**config.mk**
```make
export PLATFORM = sky130hd
export DESIGN_NAME = serial_adder
export DESIGN_NICKNAME = d
export VERILOG_FILES = /design/src/rtl/serial_adder.sv
export SDC_FILE = /design/constraint.sdc
export NUM_CORES = 1
export LEC_CHECK = 0
export BUFFER_PORTS_ARGS = -buffer_cell sky130_fd_sc_hd__buf_2
export CAP_MARGIN = 20
export CORE_ASPECT_RATIO = 1.25
export CORE_UTILIZATION = 37
export CTS_BUF_LIST = sky130_fd_sc_hd__clkbuf_8
export DETAILED_ROUTE_END_ITERATION = 10
export PLACE_DENSITY = 0.59
export SLEW_MARGIN = 20
export SYNTH_ARGS = -nofsm -noshare
export SYNTH_HDL_FRONTEND = slang
export SYNTH_SLANG_ARGS = --single-unit
```
**constraint.sdc**
```tcl
create_clock -name clk -period 4.7 [get_ports clk]
set_clock_uncertainty 0.2 [all_clocks]
set_input_delay 0.47 -clock clk [delete_from_list [all_inputs] [get_ports clk]]
set_output_delay 0.47 -clock clk [all_outputs]
set_load 0.005 [all_outputs]
```
**src/rtl/serial_adder.sv**
```systemverilog
// Bit-serial unsigned adder: captures a and b on start, adds one bit per
// clock LSB-first through a single full adder, then publishes sum/cout with
// a one-cycle done pulse. A WIDTH-bit add takes WIDTH RUN cycles.
//
// Ports:
//   clk    rising-edge clock for all state
//   rst_n  asynchronous active-low reset
//   start  begin an addition (accepted only when idle)
//   a, b   unsigned operands, sampled on the accepting edge
//   busy   high while bits are being processed
//   done   one-cycle completion pulse
//   sum    registered result, a+b mod 2^WIDTH
//   cout   registered carry-out
`timescale 1ns/1ps
module serial_adder #(
    parameter int unsigned WIDTH = 8
) (
    input  logic             clk,
    input  logic             rst_n,
    input  logic             start,
    input  logic [WIDTH-1:0] a,
    input  logic [WIDTH-1:0] b,
    output logic             busy,
    output logic             done,
    output logic [WIDTH-1:0] sum,
    output logic             cout
);

    localparam int unsigned CNT_W = $clog2(WIDTH);

    typedef enum logic [1:0] {
        IDLE = 2'd0,
        RUN  = 2'd1,
        DONE = 2'd2
    } state_e;

    state_e             state_q, state_d;
    logic [WIDTH-1:0]   a_sh_q, a_sh_d;
    logic [WIDTH-1:0]   b_sh_q, b_sh_d;
    logic [WIDTH-1:0]   psum_q, psum_d;
    logic               carry_q, carry_d;
    logic [CNT_W-1:0]   cnt_q, cnt_d;
    logic [WIDTH-1:0]   sum_q, sum_d;
    logic               cout_q, cout_d;
    logic               busy_q, busy_d;
    logic               done_q, done_d;

    logic               s_bit;
    logic               c_next;

    // Single full adder on the current LSBs.
    always_comb begin
        s_bit  = a_sh_q[0] ^ b_sh_q[0] ^ carry_q;
        c_next = (a_sh_q[0] & b_sh_q[0]) | (a_sh_q[0] & carry_q) | (b_sh_q[0] & carry_q);
    end

    // Next-state and datapath control.
    always_comb begin
        state_d = state_q;
        a_sh_d  = a_sh_q;
        b_sh_d  = b_sh_q;
        psum_d  = psum_q;
        carry_d = carry_q;
        cnt_d   = cnt_q;
        sum_d   = sum_q;
        cout_d  = cout_q;
        busy_d  = 1'b0;
        done_d  = 1'b0;

        unique case (state_q)
            IDLE: begin
                if (start) begin
                    a_sh_d  = a;
                    b_sh_d  = b;
                    psum_d  = '0;
                    carry_d = 1'b0;
                    cnt_d   = '0;
                    busy_d  = 1'b1;
                    state_d = RUN;
                end
            end
            RUN: begin
                // Sum bits enter at the MSB so bit 0 lands at position 0 after WIDTH shifts.
                psum_d  = {s_bit, psum_q[WIDTH-1:1]};
                a_sh_d  = a_sh_q >> 1;
                b_sh_d  = b_sh_q >> 1;
                carry_d = c_next;
                cnt_d   = cnt_q + CNT_W'(1);
                if (cnt_q == CNT_W'(WIDTH - 1)) begin
                    sum_d   = {s_bit, psum_q[WIDTH-1:1]};
                    cout_d  = c_next;
                    done_d  = 1'b1;
                    state_d = DONE;
                end else begin
                    busy_d  = 1'b1;
                end
            end
            DONE: begin
                state_d = IDLE;
            end
            default: begin
                state_d = IDLE;
            end
        endcase
    end

    // State and datapath registers.
    always_ff @(posedge clk or negedge rst_n) begin
        if (!rst_n) begin
            state_q <= IDLE;
            a_sh_q  <= '0;
            b_sh_q  <= '0;
            psum_q  <= '0;
            carry_q <= 1'b0;
            cnt_q   <= '0;
            sum_q   <= '0;
            cout_q  <= 1'b0;
            busy_q  <= 1'b0;
            done_q  <= 1'b0;
        end else begin
            state_q <= state_d;
            a_sh_q  <= a_sh_d;
            b_sh_q  <= b_sh_d;
            psum_q  <= psum_d;
            carry_q <= carry_d;
            cnt_q   <= cnt_d;
            sum_q   <= sum_d;
            cout_q  <= cout_d;
            busy_q  <= busy_d;
            done_q  <= done_d;
        end
    end

    assign busy = busy_q;
    assign done = done_q;
    assign sum  = sum_q;
    assign cout = cout_q;

endmodule

```
# Yosys cells after proc, flatten, opt, wreduce, memory -nomap -nowiden

Index checks and enable logic that the tools add are counted.

Register bits after elaboration: 41
Input bits: 19
Output and inout port bits: 11
Logic and storage cells: 45

$add $sub $neg: 1
Equal/unequal tests: 4
Multiplexer cells: 18
Bitwise gates (word level): 7
Reductions and logical operators: 5

Operator list:

| kind                                           | count |
|---|---|
| one-hot mux 8 bit (2 select lines)             | 3 |
| 2-to-1 mux 8 bit                               | 3 |
| one-hot mux 3 bit (2 select lines)             | 1 |
| AND reduction 2 bit                            | 3 |
| 2-to-1 mux 1 bit                               | 5 |
| 2-to-1 mux 2 bit                               | 2 |
| inequality test 2 bit (second input constant)  | 2 |
| one-hot mux 1 bit (2 select lines)             | 2 |
| one-hot mux 2 bit (2 select lines)             | 1 |
| adder 3 x 1 -> 3 bit (second input constant)   | 1 |
| bitwise AND 1 bit                              | 3 |
| == test 3 bit (second input constant)          | 1 |
| 2-to-1 mux 3 bit                               | 1 |
| == test 2 x 1 -> 1 bit (second input constant) | 1 |
| logical NOT 2 bit                              | 1 |
| bitwise OR 1 bit                               | 2 |
| nonzero test 2 bit                             | 1 |
| bitwise XOR 1 bit                              | 2 |

# Longest topological paths before layout

Word-level depth: 4
Mapped depth: 5
Mapped depth without buffers: 5

# Worst setup path before layout

Ideal clock, no wire load.

Path type: reg2reg
Start point: register cnt_q[0]
End point: register cout_q, in the netlist cout
Library setup time: 0.125 ns
Data arrival time: 1.268 ns
Required time: 4.375 ns
Slack: 3.107 ns
Stages on the path, launching flop included: 6
Buffers on the path: 1
Clock period less this slack: 1.593 ns
Cells stage by stage: dfrtp_1 ha_1 ha_1 nand2_2 buf_6 mux2_4

Longest elaborated chain between the ends: 2

RTL lines:

| what                                 | line | text |
|---|---|---|
| start, declared                      | 42   | `logic [CNT_W-1:0] cnt_q, cnt_d;` |
| start signal, assigned               | 126  | `cnt_q <= cnt_d;` |
| == test 3 bit                        | 89   | `if (cnt_q == CNT_W'(WIDTH - 1)) begin` |
| AND reduction 2 bit (no source line) | n/a  |  |
| end signal, assigned                 | 128  | `cout_q <= cout_d;` |
| end, declared                        | 44   | `logic cout_q, cout_d;` |

Every way passes these cells.
A chain may end at the register's enable or synchronous reset.

# Final worst setup path

Start point: register cnt_q[0]
End point: register sum_q[0], in the netlist sum[0]

Longest elaborated chain between the ends: 2

RTL lines:

| what                                 | line | text |
|---|---|---|
| == test 3 bit                        | 89   |  |
| AND reduction 2 bit (no source line) | n/a  |  |
| end signal, assigned                 | 127  | `sum_q <= sum_d;` |
| end, declared                        | 43   | `logic [WIDTH-1:0] sum_q, sum_d;` |

Every way passes these cells.

==> flow_summary.yaml <==
outcome:
  status: "completed"
critical_path:
  cp_slowest_stage_delay_ns: 0.41
  cp_common_cell: "ha_1"
  arrival_ns: 1.75
  cp_cell_sequence: "ha_1 > ha_1 > nand2_2 > mux2_2"
  crit_buf_inv: 0
  cp_max_fo: 11
  critPathKind: "register to register"
  startpoint: "cnt_q[0]$_DFFE_PN0P_"
  cp_data_required_time_ns: 4.67
  path_delay_family: "adder cells"
  worst_setup_path_end_kind: "register"
  cp-start-kind: "register"
  r2r-start: "cnt_q[0]$_DFFE_PN0P_"
  cpMaxStageDelayCell: "dfrtp_1"
timing:
  fmax_ghz: 0.561
  period_share: 0.379
  drv_slew: 0
  rsz0062_at_grt: "false"
  slew_headroom: 0.420
  hold_viol: 0
  min_period_ns: 1.78
  tns_ns: 0
  setup-violations-final: 0
  worst_pin_slew_ns: 0.871
  hold_ws_ns: 0.0977
floorplan:
  die_y_um: 77.6
  rows: 27
  ios: 30
  die_w_um: 62.5
  dieArea_sq_um: 4850
  initial_core_util: 0.385
  core_sq_um: 4390
logic_synthesis:
  synth_cells: 137
  synth_cell_types: 22
  yosys_warnings: 0
  synth.cell_area_sq_um: 1690
  syn-num-nets: 159
  ys_seq_area_frac: 0.592
  syn_avg_cell_area_sq_um: 12.3
  ys_ff_latch: 40
finish:
  nNetsFinal: 185
  final_cell_mix: "40 x dfrtp_1, 29 x buf_2, 28 x o22ai_1, 15 x a21oi_1, 10 x a22o_1"
  area_delta_synth_final_pct: 15.7
  diodes: 0
  mostFrequentLayoutCell: "dfrtp_1"
  drive_above_1_share: 0.287
  fillCellCount: 431
  fin_cells: 222
drt:
  drt-vias-per-instance: 5.21
  dr_total_vias: 1156
  route.detailed.drc: 0
  wire_per_inst_um: 14.5
  first_pass_iters: 4
  drt-total-wl_um: 3220
  first_iter_violations: 55
  antenna_left: 0
global_route:
  first_global_vias: 1170
  grt_max_degree: 41
  grt_pass1_wl_um: 5450
  overflow: 0
  grt_usage: 0.146
  antenna_found_initial: 0
placed_design:
  dp.cells: 214
  io_buffers: 29
  dp_hpwl_um: 2200
  place.gp.congestion: 0.738
hold_path:
  hp-class: "primary input to asynchronous set/reset pin"
pwr:
  p_per_area_nw_per_um2: 667
  peakVddDrop_uv: 249
  leakagePower_nw: 0.946
cts:
  cts_buffers: 5
  cts_root_buf: "clkbuf_8"
  clkSlewWorstSetupHoldPaths_ns: 0.07
  hold_buffers: 0
  cts_tree: "done"
  cts.path.max_buffers: 2
  post_cts_buffers: 0
  clkLatencyLatePin_ns: 0.29
  cts-htree-levels: 2
  numClockSinks: 40
  ctsResizeCount: 0
run:
  max_cap_violations: 0
==> stage by stage <==
stage               utilization  power (mW)  area (sq um)  setup slack (ns)
floorplan                     -       0.924          1690              3.11
global placement          0.421        1.02          1850              2.93
detailed placement        0.421        1.05          1850              2.82
CTS                       0.446        1.32          1960              2.91
global route              0.446        1.41          1960              2.83
finish                    0.446        1.31          1960              2.92
==> synth_stat cells (all sizes together) <==
cell	count	area, sq um
buf	9	56.3
mux2	9	131
nand2b	1	6.26
a22o	10	87.6
ha	2	25.0
nor2	3	11.3
o22ai	28	175
o21ai	5	25.0
inv	4	15.0
nand2	4	17.5
nor2b	3	26.3
dfrtp	40	1000
o21bai	1	7.51
fa	1	20.0
or2b	1	7.51
a21oi	15	75.1
clkbuf	1	3.75
==> registers in the layout (all words and copies together), names as in the netlist <==
signal,flops
a_sh_q,8
b_sh_q,8
sum,8
psum_q,7
cnt_q,3
state_q,2
busy,1
carry_q,1
cout,1
done,1
==> per-layer routing <==
metal / share of wire / up-vias / track usage / wire length, um
met5: 0 / - / 0 / 0
met4: 0.015 / 0 / 0.0558 / 48
met3: 0.045 / 5 / 0.0441 / 146
met2: 0.50 / 25 / 0.246 / 1620
met1: 0.44 / 561 / 0.174 / 1410
li1: - / 565 / - / -
==> cell type report <==
class,instances,area (sq um),area share
clock buffer,5,68.8,0.0352
clock inverter,3,38.8,0.0198
inverter,4,15.0,0.00767
multi-input combinational,83,616,0.315
sequential,40,1000,0.512
tap,58,72.6,0.0371
timing repair buffer,29,145,0.0742
==> report_power, final <==
part	internal (mW)	switching [mW]
registers	0.495	0.111
clock network	0.155	0.112
logic	0.228	0.204
total	0.879	0.426
==> path summary, 6_finish.rpt <==
| check | cells after the start | slack (ns) | endpoint |
|---|---|---|---|
| worst max-delay path | 4 | 2.92 | sum[0]$_DFFE_PN0P_ |
| worst min-delay path | 1 | 0.1 | b_sh_q[6]$_DFFE_PN0P_ |
| worst max register to register | 4 | 2.92 | sum[0]$_DFFE_PN0P_ |
| worst min register to register | 1 | 0.30 | psum_q[1]$_DFFE_PN0P_ |
| max in group asynchronous | 1 | 3.66 | psum_q[1]$_DFFE_PN0P_ |
| min in group clk | 3 | 0.22 | a_sh_q[7]$_DFFE_PN0P_ |
==> cell families (layout without fill, tap and decap cells) <==
| logic type | Yosys count | count (layout) | share of synthesized area |
|---|---|---|---|
| AOI/OAI and AO/OA | 59 | 59 | 0.219 |
| and+or+nand+nor | 12 | 12 | 0.0407 |
| buffers and inverters | 14 | 41 | 0.0444 |
| DFF | 40 | 40 | 0.592 |
| muxes | 9 | 9 | 0.0777 |
| adders and majority gates | 3 | 3 | 0.0266 |
(Power assumes the default switching activity.)
